## config.mk

```make
export PLATFORM = sky130hd
export DESIGN_NAME = pipe_stage_skid
export DESIGN_NICKNAME = d
export VERILOG_FILES = /design/src/rtl/pipe_stage_skid.sv
export SDC_FILE = /design/constraint.sdc
export NUM_CORES = 1
export LEC_CHECK = 0
export ABC_CLOCK_PERIOD_IN_PS = 1400
export CORE_ASPECT_RATIO = 0.6
export CORE_MARGIN = 4
export CORE_UTILIZATION = 31
export CTS_CLUSTER_DIAMETER = 50
export DETAILED_ROUTE_END_ITERATION = 6
export SETUP_SLACK_MARGIN = 0.1
export SLEW_MARGIN = 15
export SYNTH_ARGS = -nofsm -noshare
export SYNTH_HDL_FRONTEND = slang
export SYNTH_SLANG_ARGS = --single-unit
```

## constraint.sdc

```tcl
create_clock -name clk -period 1.4 [get_ports clk]
set_input_delay 0.21 -clock clk [delete_from_list [all_inputs] [get_ports clk]]
set_output_delay 0.21 -clock clk [all_outputs]
set_load 0.02 [all_outputs]
```

## src/rtl/pipe_stage_skid.sv

```systemverilog
// rtl/pipe_stage_skid.sv - valid/ready pipeline register with one-entry skid buffer.
// Define PIPE_STAGE_PERF_EN to build the saturating stall/flush counters.
module pipe_stage_skid #(
  parameter int                DATA_W = 32,
  parameter logic [DATA_W-1:0] BUBBLE = {DATA_W{1'b0}},
  parameter int                CNT_W  = 32
) (
  input  logic              clk,
  input  logic              rstn,
  input  logic              en,
  input  logic              flush,
  input  logic              in_valid,
  output logic              in_ready,
  input  logic [DATA_W-1:0] in_data,
  output logic              out_valid,
  input  logic              out_ready,
  output logic [DATA_W-1:0] out_data,
  output logic [1:0]        occupancy,
  output logic [CNT_W-1:0]  stall_cycles,
  output logic [CNT_W-1:0]  flush_count
);

  logic              m_valid_q, m_valid_d;
  logic              s_valid_q, s_valid_d;
  logic [DATA_W-1:0] m_data_q, m_data_d;
  logic [DATA_W-1:0] s_data_q, s_data_d;
  logic              in_fire;

  // in_ready is built only from registers and en/flush, never from out_ready.
  assign in_ready  = en & ~s_valid_q & ~flush;
  assign in_fire   = in_valid & in_ready;
  assign out_valid = m_valid_q;
  assign out_data  = m_data_q;
  assign occupancy = {1'b0, m_valid_q} + {1'b0, s_valid_q};

  always_comb begin
    m_valid_d = m_valid_q;
    s_valid_d = s_valid_q;
    m_data_d  = m_data_q;
    s_data_d  = s_data_q;
    if (en) begin
      if (flush) begin
        m_valid_d = 1'b0;
        s_valid_d = 1'b0;
        m_data_d  = BUBBLE;
        s_data_d  = BUBBLE;
      end else if (!m_valid_q || out_ready) begin
        if (s_valid_q) begin
          m_valid_d = 1'b1;
          m_data_d  = s_data_q;
          s_valid_d = 1'b0;
          s_data_d  = BUBBLE;
        end else if (in_fire) begin
          m_valid_d = 1'b1;
          m_data_d  = in_data;
        end else begin
          m_valid_d = 1'b0;
          m_data_d  = BUBBLE;
        end
      end else if (in_fire) begin
        s_valid_d = 1'b1;
        s_data_d  = in_data;
      end
    end
  end

  always_ff @(posedge clk or negedge rstn) begin
    if (!rstn) begin
      m_valid_q <= 1'b0;
      s_valid_q <= 1'b0;
      m_data_q  <= BUBBLE;
      s_data_q  <= BUBBLE;
    end else begin
      m_valid_q <= m_valid_d;
      s_valid_q <= s_valid_d;
      m_data_q  <= m_data_d;
      s_data_q  <= s_data_d;
    end
  end

`ifdef PIPE_STAGE_PERF_EN
  localparam logic [CNT_W-1:0] CNT_ONE = {{(CNT_W-1){1'b0}}, 1'b1};

  logic [CNT_W-1:0] stall_q, stall_d;
  logic [CNT_W-1:0] flush_q, flush_d;

  // Counters saturate at all-ones and are cleared only by reset.
  always_comb begin
    stall_d = stall_q;
    flush_d = flush_q;
    if (en && m_valid_q && !out_ready && !(&stall_q)) stall_d = stall_q + CNT_ONE;
    if (en && flush && !(&flush_q))                   flush_d = flush_q + CNT_ONE;
  end

  always_ff @(posedge clk or negedge rstn) begin
    if (!rstn) begin
      stall_q <= '0;
      flush_q <= '0;
    end else begin
      stall_q <= stall_d;
      flush_q <= flush_d;
    end
  end

  assign stall_cycles = stall_q;
  assign flush_count  = flush_q;
`else
  assign stall_cycles = '0;
  assign flush_count  = '0;
`endif

endmodule

```

==> results of run 1 <==
path summary, 6_finish.rpt:
| path | endpoint | cells past startpoint | slack (ps) |
|---|---|---|---|
| worst max-delay path | s_data_q[17]$_DFFE_PN0P_ | 6 | -110 |
| worst min-delay path | out_data[31]$_DFFE_PN0P_ | 2 | 310 |
| worst max register to register | s_data_q[17]$_DFFE_PN0P_ | 6 | -110 |
| worst min register to register | out_data[13]$_DFFE_PN0P_ | 1 | 490 |
| max in group asynchronous | s_data_q[24]$_DFFE_PN0P_ | 3 | 530 |
| min in group clk | out_data[13]$_DFFE_PN0P_ | 1 | 490 |
cells by family after synthesis:
kind of cell	Yosys count
adders and majority gates	1
muxes	21
buffers and inverters	95
DFF	66
and+or+nand+nor	64
other	1
AOI/OAI and AO/OA	102
flip-flops by register name (all words and copies together) (netlist names):
signal,flops
out_data,32
out_valid,1
s_data_q,32
s_valid_q,1
placed cells by master (no fill, tap or decap), types with 18 or more instances in the layout:
cell type / count
buf_4: 20
buf_6: 23
clkdlybuf4s50_1: 33
dfrtp_1: 64
nand2b_1: 33
a32oi_1: 21
conb_1: 64
mux2i_1: 18
dlygate4sd2_1: 21
o21ai_1: 26
routing by layer:
metal,part of all wire,up-vias
met5,0,-
met2,0.47,112
li1,-,1397
met3,0.084,16
met1,0.43,1569
met4,0.014,0
power breakdown:
part / switching (W) / internal [W]
sequential: 0.000171 / 0.00210
combinational: 0.000820 / 0.000674
clock: 0.000838 / 0.00147
metrics by stage:
step	TNS (ps)	hold slack (ps)	setup WS, ps	instances	util
global route	-4627	350.5	-138.9	630	0.5022
global placement	-15010	127.4	-350.3	587	0.3971
finish	-2102	306.1	-112.8	630	0.5022
CTS	-2299	305.3	-106.7	626	0.4752
floorplan	0	-85.59	64.30	413	-
detailed placement	-16600	132.8	-381.0	587	0.3971
worst max-delay path: cells and delay by family, from the launching register on:
| kind | cells | cell delay (ps) |
|---|---|---|
| flops | 1 | 430 |
| simple gates | 1 | 350 |
| buf+inv | 3 | 410 |
| compound gates | 2 | 200 |
final cells by class:
cell class,instances,area (µm²),share of cell area
inverters,1,3.754,0.0006508
multi-input cells,253,2122,0.3679
flip-flops and latches,66,1654,0.2868
clock buffers,12,256.5,0.04447
clock inverters,4,50.05,0.008677
repair buffers,134,1481,0.2568
well taps,160,200.2,0.03471
repair_timing:
action | CTS | global route
resized for setup | 130 | 64
endpoints found under the setup margin | 96 | 80
endpoints found under the hold margin | 12 | 0
setup buffers | 15 | 7
hold buffers | 1 | 0
cloned | 8 | 1
pin swaps | 24 | 36
==> metrics.csv, run 1 <==
metric,value,unit
CTS Sinks,66,
largest family of logic cells by synthesized area,compound AO/OA/AOI/OAI gates,
overflow left after global routing,0,
DR DRC count,0,
async set or reset register ratio after synthesis,1.000,
WS Path Type,reg2reg,
IO buf count,73,
number of DRC markers in iteration 0,220,
share of cells above drive strength 1,0.3106,
"Cell Chain, Critical Path","buf_6, and4bb_4, a21o_4, buf_6, clkbuf_16, o21ai_2",
Power Density,1053,mW/mm²
area share of the leading cell type in the synthesized netlist,0.4465,
Crit Path Max Fanout,6,
H-tree depth,3,
die width,149.0,µm
"Non-Filler Cell Area, Final",0.005768,mm²
Post-synth EDFFs,0,
failing checks,setup timing,
final worst path period share,1.081,
worst skew pair latency,340,ps
Worst Path Required,1620,ps
Worst setup SP type,flip-flop,
area growth from synthesis to layout,55.95,%
post-synthesis compound-gate area fraction,0.2101,
post-synthesis xor/xnor area fraction,0,
clk root buf,clkbuf_16,
grt met3 use,0.06015,
GPL Wtd Cong,0.7631,
I/O pins,138,
sequential fraction of the synthesis area,0.4465,
"Net count, final",504,
CTS Buf Count,9,
Fmax,0.6610,GHz
row cnt,30,
worst hold path type,in2async,
worst stage delay on the critical path,430,ps
adder-cell area share of the yosys netlist,0.003383,
max-cap viol count,0,
synth unique cells,28,
Synth Instances,350,
Filler cells,1006,
initial core utilization,0.3220,
Vias/cell,4.911,
clock skew,5.030,ps
vias in the first global route,3220,
core area,0.01149,mm²
n_diodes,0,
Leak,2.546,nW
"most used cell, CP",buf_6,
Final WS setup,-112.8,ps
drt wl/cell,19.39,µm
Max Buffers Root-to-Sink,2,
drt pass-1 iters,4,
largest net degree at the start of global routing,47,
synth cell count leaders,"buf_4 (66), dfrtp_1 (66), nand2b_1 (34)",
total of warnings raised by yosys,0,
Routed Antenna Nets,0,
ys flop type,dfrtp_1,
GR peak layer,met2,
synth top area cells,"dfrtp_1 (45%), buf_4 (13%), a32oi_1 (7.6%)",
clock transition at the register clock pins on the worst setup and hold paths after CTS,60,ps
Synth Cell Area,0.003699,mm²
CP arrival,1730,ps
placed cell areas,0.004561,mm²
final number of setup-violating endpoints,51,
mux contribution to synthesized area,0.05683,
Yosys top cell by area,dfrtp_1,
Simple-Gate Fraction of Synth Area,0.1089,
Critical-path top delay cell,dfrtp_2,
#FFs+latches synth,66,
unrepaired setup endpoints after global routing,yes,
Worst VDD drop,0.7275,mV
initial antenna violation count,0,
min Tclk post-route,1513,ps
Post-Route WL,12220,µm
FF-to-FF Start,s_valid_q$_DFFE_PN0P_,
CP endpoint kind,flip-flop,
post-DP HPWL,7496,µm
CP Launch Point,s_valid_q$_DFFE_PN0P_,
status,finished with violations,
Hold Fails Final Rpt,0,
DIE AREA,0.01380,mm²
first-pass GRT wire length,18130,µm
Overall Power,0.006072,W
"Avg Cell Area, Syn",10.57,µm²
GR Util met1,0.2342,
DR vias,3094,
M2 GR Usage,0.2527,
die height,92.61,µm
Slew Limit Fails,0,
CTS tree,done,
Total GRT Usage,0.1703,
Power figures use the tool's default switching activity.
==> inputs of run 2 (changes only) <==
--- a/config.mk
+++ b/config.mk
@@ -5,6 +5,7 @@
 export SDC_FILE = /design/constraint.sdc
 export NUM_CORES = 1
 export LEC_CHECK = 0
+export ABC_AREA = 1
 export ABC_CLOCK_PERIOD_IN_PS = 1400
 export CORE_ASPECT_RATIO = 0.6
 export CORE_MARGIN = 4
==> metrics.csv, run 2 <==
metric,value,unit
status,finished with violations,
failing checks,setup timing,
drt pass-1 iters,4,
share of cells above drive strength 1,0.1658,
die width,147.7,µm
final hold slack,446.3,ps
cell total after placement,709,
DR DRC count,0,
CP Launch Point,s_valid_q$_DFFE_PN0P_,
unrepaired setup endpoints after global routing,yes,
first-pass GRT wire length,16120,µm
Total GRT Usage,0.1503,
Worst setup SP type,flip-flop,
async set or reset register ratio after synthesis,1.000,
row cnt,30,
Yosys top cell by area,dfrtp_1,
Slew Limit Fails,0,
post-DP HPWL,6905,µm
Hold Fails Final Rpt,0,
max-cap viol count,0,
drt wl/cell,13.94,µm
"commonest non-fill, non-tap cell in the layout",nand2_1,
DR vias,3137,
"Cell Chain, Critical Path","buf_12, buf_12, nor2_8, nand4_1, buf_6, clkbuf_16, nand3_1, nand2_1",
Post-synth EDFFs,0,
Vias/cell,4.280,
Leak,2.833,nW
sequential fraction of the synthesis area,0.4547,
Final Non-Filler Cells,733,
initial antenna violation count,1,
synth cell count leaders,"nand2_1 (163), buf_4 (67), dfrtp_1 (66), nor2_1 (66), nand3_1 (58)",
area growth from synthesis to layout,39.03,%
"Net count, final",608,
#FFs+latches synth,66,
Power Density,991.3,mW/mm²
clock transition at the register clock pins on the worst setup and hold paths after CTS,50,ps
Synth Cell Area,0.003632,mm²
"Avg Cell Area, Syn",7.695,µm²
area share of the leading cell type in the synthesized netlist,0.4547,
Worst VDD drop,0.5366,mV
CP endpoint kind,flip-flop,
largest net degree at the start of global routing,67,
min Tclk post-route,1501,ps
overflow left after global routing,0,
total of warnings raised by yosys,0,
flop-to-flop setup slack,-100,ps
Max Buffers Root-to-Sink,2,
final worst path period share,1.072,
FF-to-FF Start,s_valid_q$_DFFE_PN0P_,
vias in the first global route,3081,
core area,0.01137,mm²
ys flop type,dfrtp_1,
clock skew,4.145,ps
CP arrival,1720,ps
number of DRC markers in iteration 0,201,
most frequent cells in the layout,"nand2_1 (158), dfrtp_1 (65), conb_1 (64)",
Synth Instances,472,
most common cell in the synthesized netlist,nand2_1,
worst stage delay on the critical path,430,ps
I/O pins,138,
Routed Antenna Nets,0,
final number of setup-violating endpoints,54,
Fmax,0.6661,GHz
"most used cell, CP",buf_12,
die height,91.85,µm
GPL Wtd Cong,0.7634,
initial core utilization,0.3194,
CTS Buf Count,9,
CTS tree,done,
n_diodes,0,
worst hold path type,in2async,
CP endpoint,s_data_q[11]$_DFFE_PN0P_,
H-tree depth,3,
Critical-path top delay cell,dfrtp_2,
final core occ,0.4440,
IO buf count,73,
FF-to-FF End,s_data_q[11]$_DFFE_PN0P_,
synth unique cells,19,
clk root buf,clkbuf_16,
synth top area cells,"dfrtp_1 (45%), nand2_1 (17%), buf_4 (14%)",
Final WS setup,-101.2,ps
Overall Power,0.005006,W
R2R depth,8,
Filler cells,1134,
CTS Sinks,66,
Post-Route WL,10220,µm
Crit Path Max Fanout,6,
WS Path Type,reg2reg,
DIE AREA,0.01357,mm²
worst skew pair latency,330,ps
Worst Path Required,1610,ps
run 2: worst min-delay path by stage:
stage	endpoint	slack, ps	depth (start not counted)
after global routing	s_data_q[8]$_DFFE_PN0P_	450	3
after CTS	out_data[5]$_DFFE_PN0P_	450	3
final	out_data[0]$_DFFE_PN0P_	450	3
after floorplan	out_data[0]$_DFFE_PN0P_	-90	0
after detailed placement	out_data[0]$_DFFE_PN0P_	260	2
after global placement	out_data[1]$_DFFE_PN0P_	260	2
run 2: kinds of logic (layout without fill, tap and decap cells):
family | count (synthesis) | in the layout | share of synthesized area
other | 1 | 64 | 0.001032
AOI/OAI and AO/OA | 2 | 2 | 0.002753
buffers and inverters | 99 | 137 | 0.1833
DFF | 66 | 66 | 0.4547
adders and majority gates | 1 | 1 | 0.003444
and+or+nand+nor | 303 | 303 | 0.3548
run 2: report_power, final:
part	switching, W	total (W)	internal [W]
Clock	0.000784	0.00207	0.00128
Sequential	0.0000343	0.00200	0.00197
Combinational	0.000599	0.000940	0.000340
run 2: timing repair:
action                     CTS  global route
gates resized for setup     97            20
pin swaps                   13            13
gates cloned                 1             1
hold buffers                 1             0
hold endpoints to repair    66             0
setup buffers                5             2
setup endpoints to repair  102            74
run 2: critical path: cells and delay by family, from the launching register on:
kind / cells / cell delay, ps
buffers and inverters: 4 / 580
flip-flops: 1 / 430
AND/OR/NAND/NOR: 4 / 370
run 2: per-layer routing:
metal  up-vias  global-route usage  part of all wire
met5         -                   0            0.0013
met4         2             0.03178            0.0025
met3         6             0.04988             0.085
met2       124              0.2169              0.43
met1      1448              0.2183              0.48
li1       1557                   -                 -
run 2: metrics by stage:
stage | setup TNS, ps | cell area (µm²) | setup WS (ps)
after CTS | -2486 | 4964 | -80.21
after floorplan | 0 | 3876 | 120.1
after global placement | -16930 | 4491 | -401.8
after global routing | -6586 | 5050 | -149.1
after detailed placement | -18600 | 4491 | -413.7
final | -3099 | 5050 | -101.2
run 2: cell type report:
type,instances,area [µm²],share of cell area
Inverter,9,33.78,0.006690
Clock buffer,13,260.3,0.05154
Timing Repair Buffer,113,1182,0.2341
Sequential cell,66,1653,0.3273
Clock inverter,2,12.51,0.002478
Tap cell,160,200.2,0.03964
Multi-Input combinational cell,370,1708,0.3382
==> inputs of run 3 (changes only) <==
--- a/config.mk
+++ b/config.mk
@@ -8,10 +8,11 @@
 export ABC_AREA = 1
 export ABC_CLOCK_PERIOD_IN_PS = 1400
 export CORE_ASPECT_RATIO = 0.6
-export CORE_MARGIN = 4
+export CORE_MARGIN = 2
 export CORE_UTILIZATION = 31
 export CTS_CLUSTER_DIAMETER = 50
 export DETAILED_ROUTE_END_ITERATION = 6
+export MAX_ROUTING_LAYER = met4
 export SETUP_SLACK_MARGIN = 0.1
 export SLEW_MARGIN = 15
 export SYNTH_ARGS = -nofsm -noshare
==> metrics.csv, run 3 (synthesis gave the netlist of run 2 again) <==
metric,value,unit
status,finished with violations,
failing checks,setup timing,
CTS Sinks,66,
n_diodes,0,
CP endpoint kind,flip-flop,
Power Density,1022,mW/mm²
initial core utilization,0.3194,
first-pass GRT wire length,16010,µm
drt pass-1 iters,5,
clk root buf,clkbuf_16,
worst skew pair latency,340,ps
largest net degree at the start of global routing,39,
FF-to-FF Start,s_valid_q$_DFFE_PN0P_,
FF-to-FF End,s_data_q[20]$_DFFE_PN0P_,
drt wl/cell,15.29,µm
area growth from synthesis to layout,46.78,%
Routed Antenna Nets,0,
final core occ,0.4688,
"Non-Filler Cell Area, Final",0.005331,mm²
Crit Path Max Fanout,5,
die height,87.85,µm
overflow left after global routing,0,
CTS Buf Count,9,
Worst setup SP type,flip-flop,
I/O pins,138,
DR vias,3360,
DR DRC count,0,
unrepaired setup endpoints after global routing,yes,
final number of setup-violating endpoints,62,
most frequent cells in the layout,"nand2_1 (123), dfrtp_1 (66), nor2_1 (64), conb_1 (64), nand2_2 (39)",
Worst VDD drop,0.6022,mV
clock transition at the register clock pins on the worst setup and hold paths after CTS,50,ps
CP arrival,1810,ps
Filler cells,1093,
CP endpoint,s_data_q[20]$_DFFE_PN0P_,
Slew Limit Fails,0,
Total GRT Usage,0.1736,
worst hold path type,in2async,
Fmax,0.6522,GHz
GPL Wtd Cong,0.7800,
IO buf count,73,
row cnt,30,
Leak,2.959,nW
Post-Route WL,11350,µm
initial antenna violation count,0,
clock skew,3.178,ps
max-cap viol count,0,
number of DRC markers in iteration 0,190,
final worst path period share,1.095,
Max Buffers Root-to-Sink,2,
placed cell areas,0.004471,mm²
share of cells above drive strength 1,0.2491,
core area,0.01137,mm²
Vias/cell,4.528,
flop-to-flop setup slack,-130,ps
min Tclk post-route,1533,ps
CTS tree,done,
R2R depth,8,
Final WS setup,-133.2,ps
final hold slack,260.3,ps
vias in the first global route,3043,
DIE AREA,0.01263,mm²
post-DP HPWL,6628,µm
CP Launch Point,s_valid_q$_DFFE_PN0P_,
"commonest non-fill, non-tap cell in the layout",nand2_1,
H-tree depth,3,
"Net count, final",618,
Worst Path Required,1670,ps
die width,143.7,µm
Hold Fails Final Rpt,0,
WS Path Type,reg2reg,
==> run 3: cell count changes in the layout (fill, tap and decap cells not counted), sizes merged <==
| cell | previous run | this run |
|---|---|---|
| buf | 43 | 50 |
| bufinv | 0 | 2 |
| clkbuf | 14 | 17 |
| clkdlybuf4s15 | 5 | 2 |
| clkdlybuf4s50 | 35 | 36 |
| clkinvlp | 1 | 0 |
==> run 3: repair_timing <==
| action | CTS | global route |
|---|---|---|
| endpoints found under the setup margin | 102 | 73 |
| buffers inserted | 4 | 10 |
| pin swaps | 0 | 37 |
| gates resized for setup | 82 | 72 |
| hold buffers | 1 | 0 |
| hold endpoints to repair | 47 | 0 |
| cloned | 1 | 6 |
==> run 3: worst min path at each step <==
stage / startpoint / slack [ps] / to / cells past startpoint
6_report: rstn / 260 / out_data[1]$_DFFE_PN0P_ / 2
5_1_grt: rstn / 270 / out_valid$_DFFE_PN0P_ / 2
4_1_cts: rstn / 250 / out_data[6]$_DFFE_PN0P_ / 2
3_5_place_dp: rstn / 60 / out_valid$_DFFE_PN0P_ / 1
3_3_place_gp: rstn / 60 / out_data[0]$_DFFE_PN0P_ / 1
2_1_floorplan: rstn / -90 / out_data[0]$_DFFE_PN0P_ / 0
==> run 3: layout make-up <==
cell class | count | area [µm²] | area share
Inverter | 9 | 33.78 | 0.006337
Multi-Input combinational cell | 370 | 1827 | 0.3426
Tap cell | 160 | 200.2 | 0.03755
Timing Repair Buffer | 123 | 1311 | 0.2460
Clock inverter | 3 | 65.06 | 0.01220
Clock buffer | 11 | 242.7 | 0.04553
Sequential cell | 66 | 1652 | 0.3098
==> run 3: metrics by stage <==
step	setup WS (ps)	instances	total power, W	TNS, ps
CTS	-79.70	726	0.005355	-2721
detailed placement	-301.2	706	0.002904	-11820
global placement	-276.3	706	0.002899	-10440
finish	-133.2	742	0.005451	-4786
global route	-197.9	742	0.005674	-8902
floorplan	120.1	535	0.002634	0
==> run 3: report_power, final <==
part           switching (W)  internal [W]  total, W
combinational       0.000651      0.000396   0.00105
clock               0.000821       0.00158   0.00241
sequential         0.0000339       0.00196   0.00200
==> run 3: layer usage <==
layer / up-vias / routed length (µm) / GRT usage
met1: 1622 / 5267 / 0.2351
met3: 20 / 879 / 0.05249
li1: 1566 / - / -
met4: 0 / 170 / 0.04991
met2: 152 / 5027 / 0.2515
met5: - / 0 / -
==> run 3: worst max-delay path, stage by stage, from the launching register on <==
cell and delay [ps]:
dfrtp_1 410, buf_6 140, buf_12 130, nor2_8 120
nand3_4 140, nor2_8 240, clkbuf_16 200, nand2_2 40
nand2_1 50
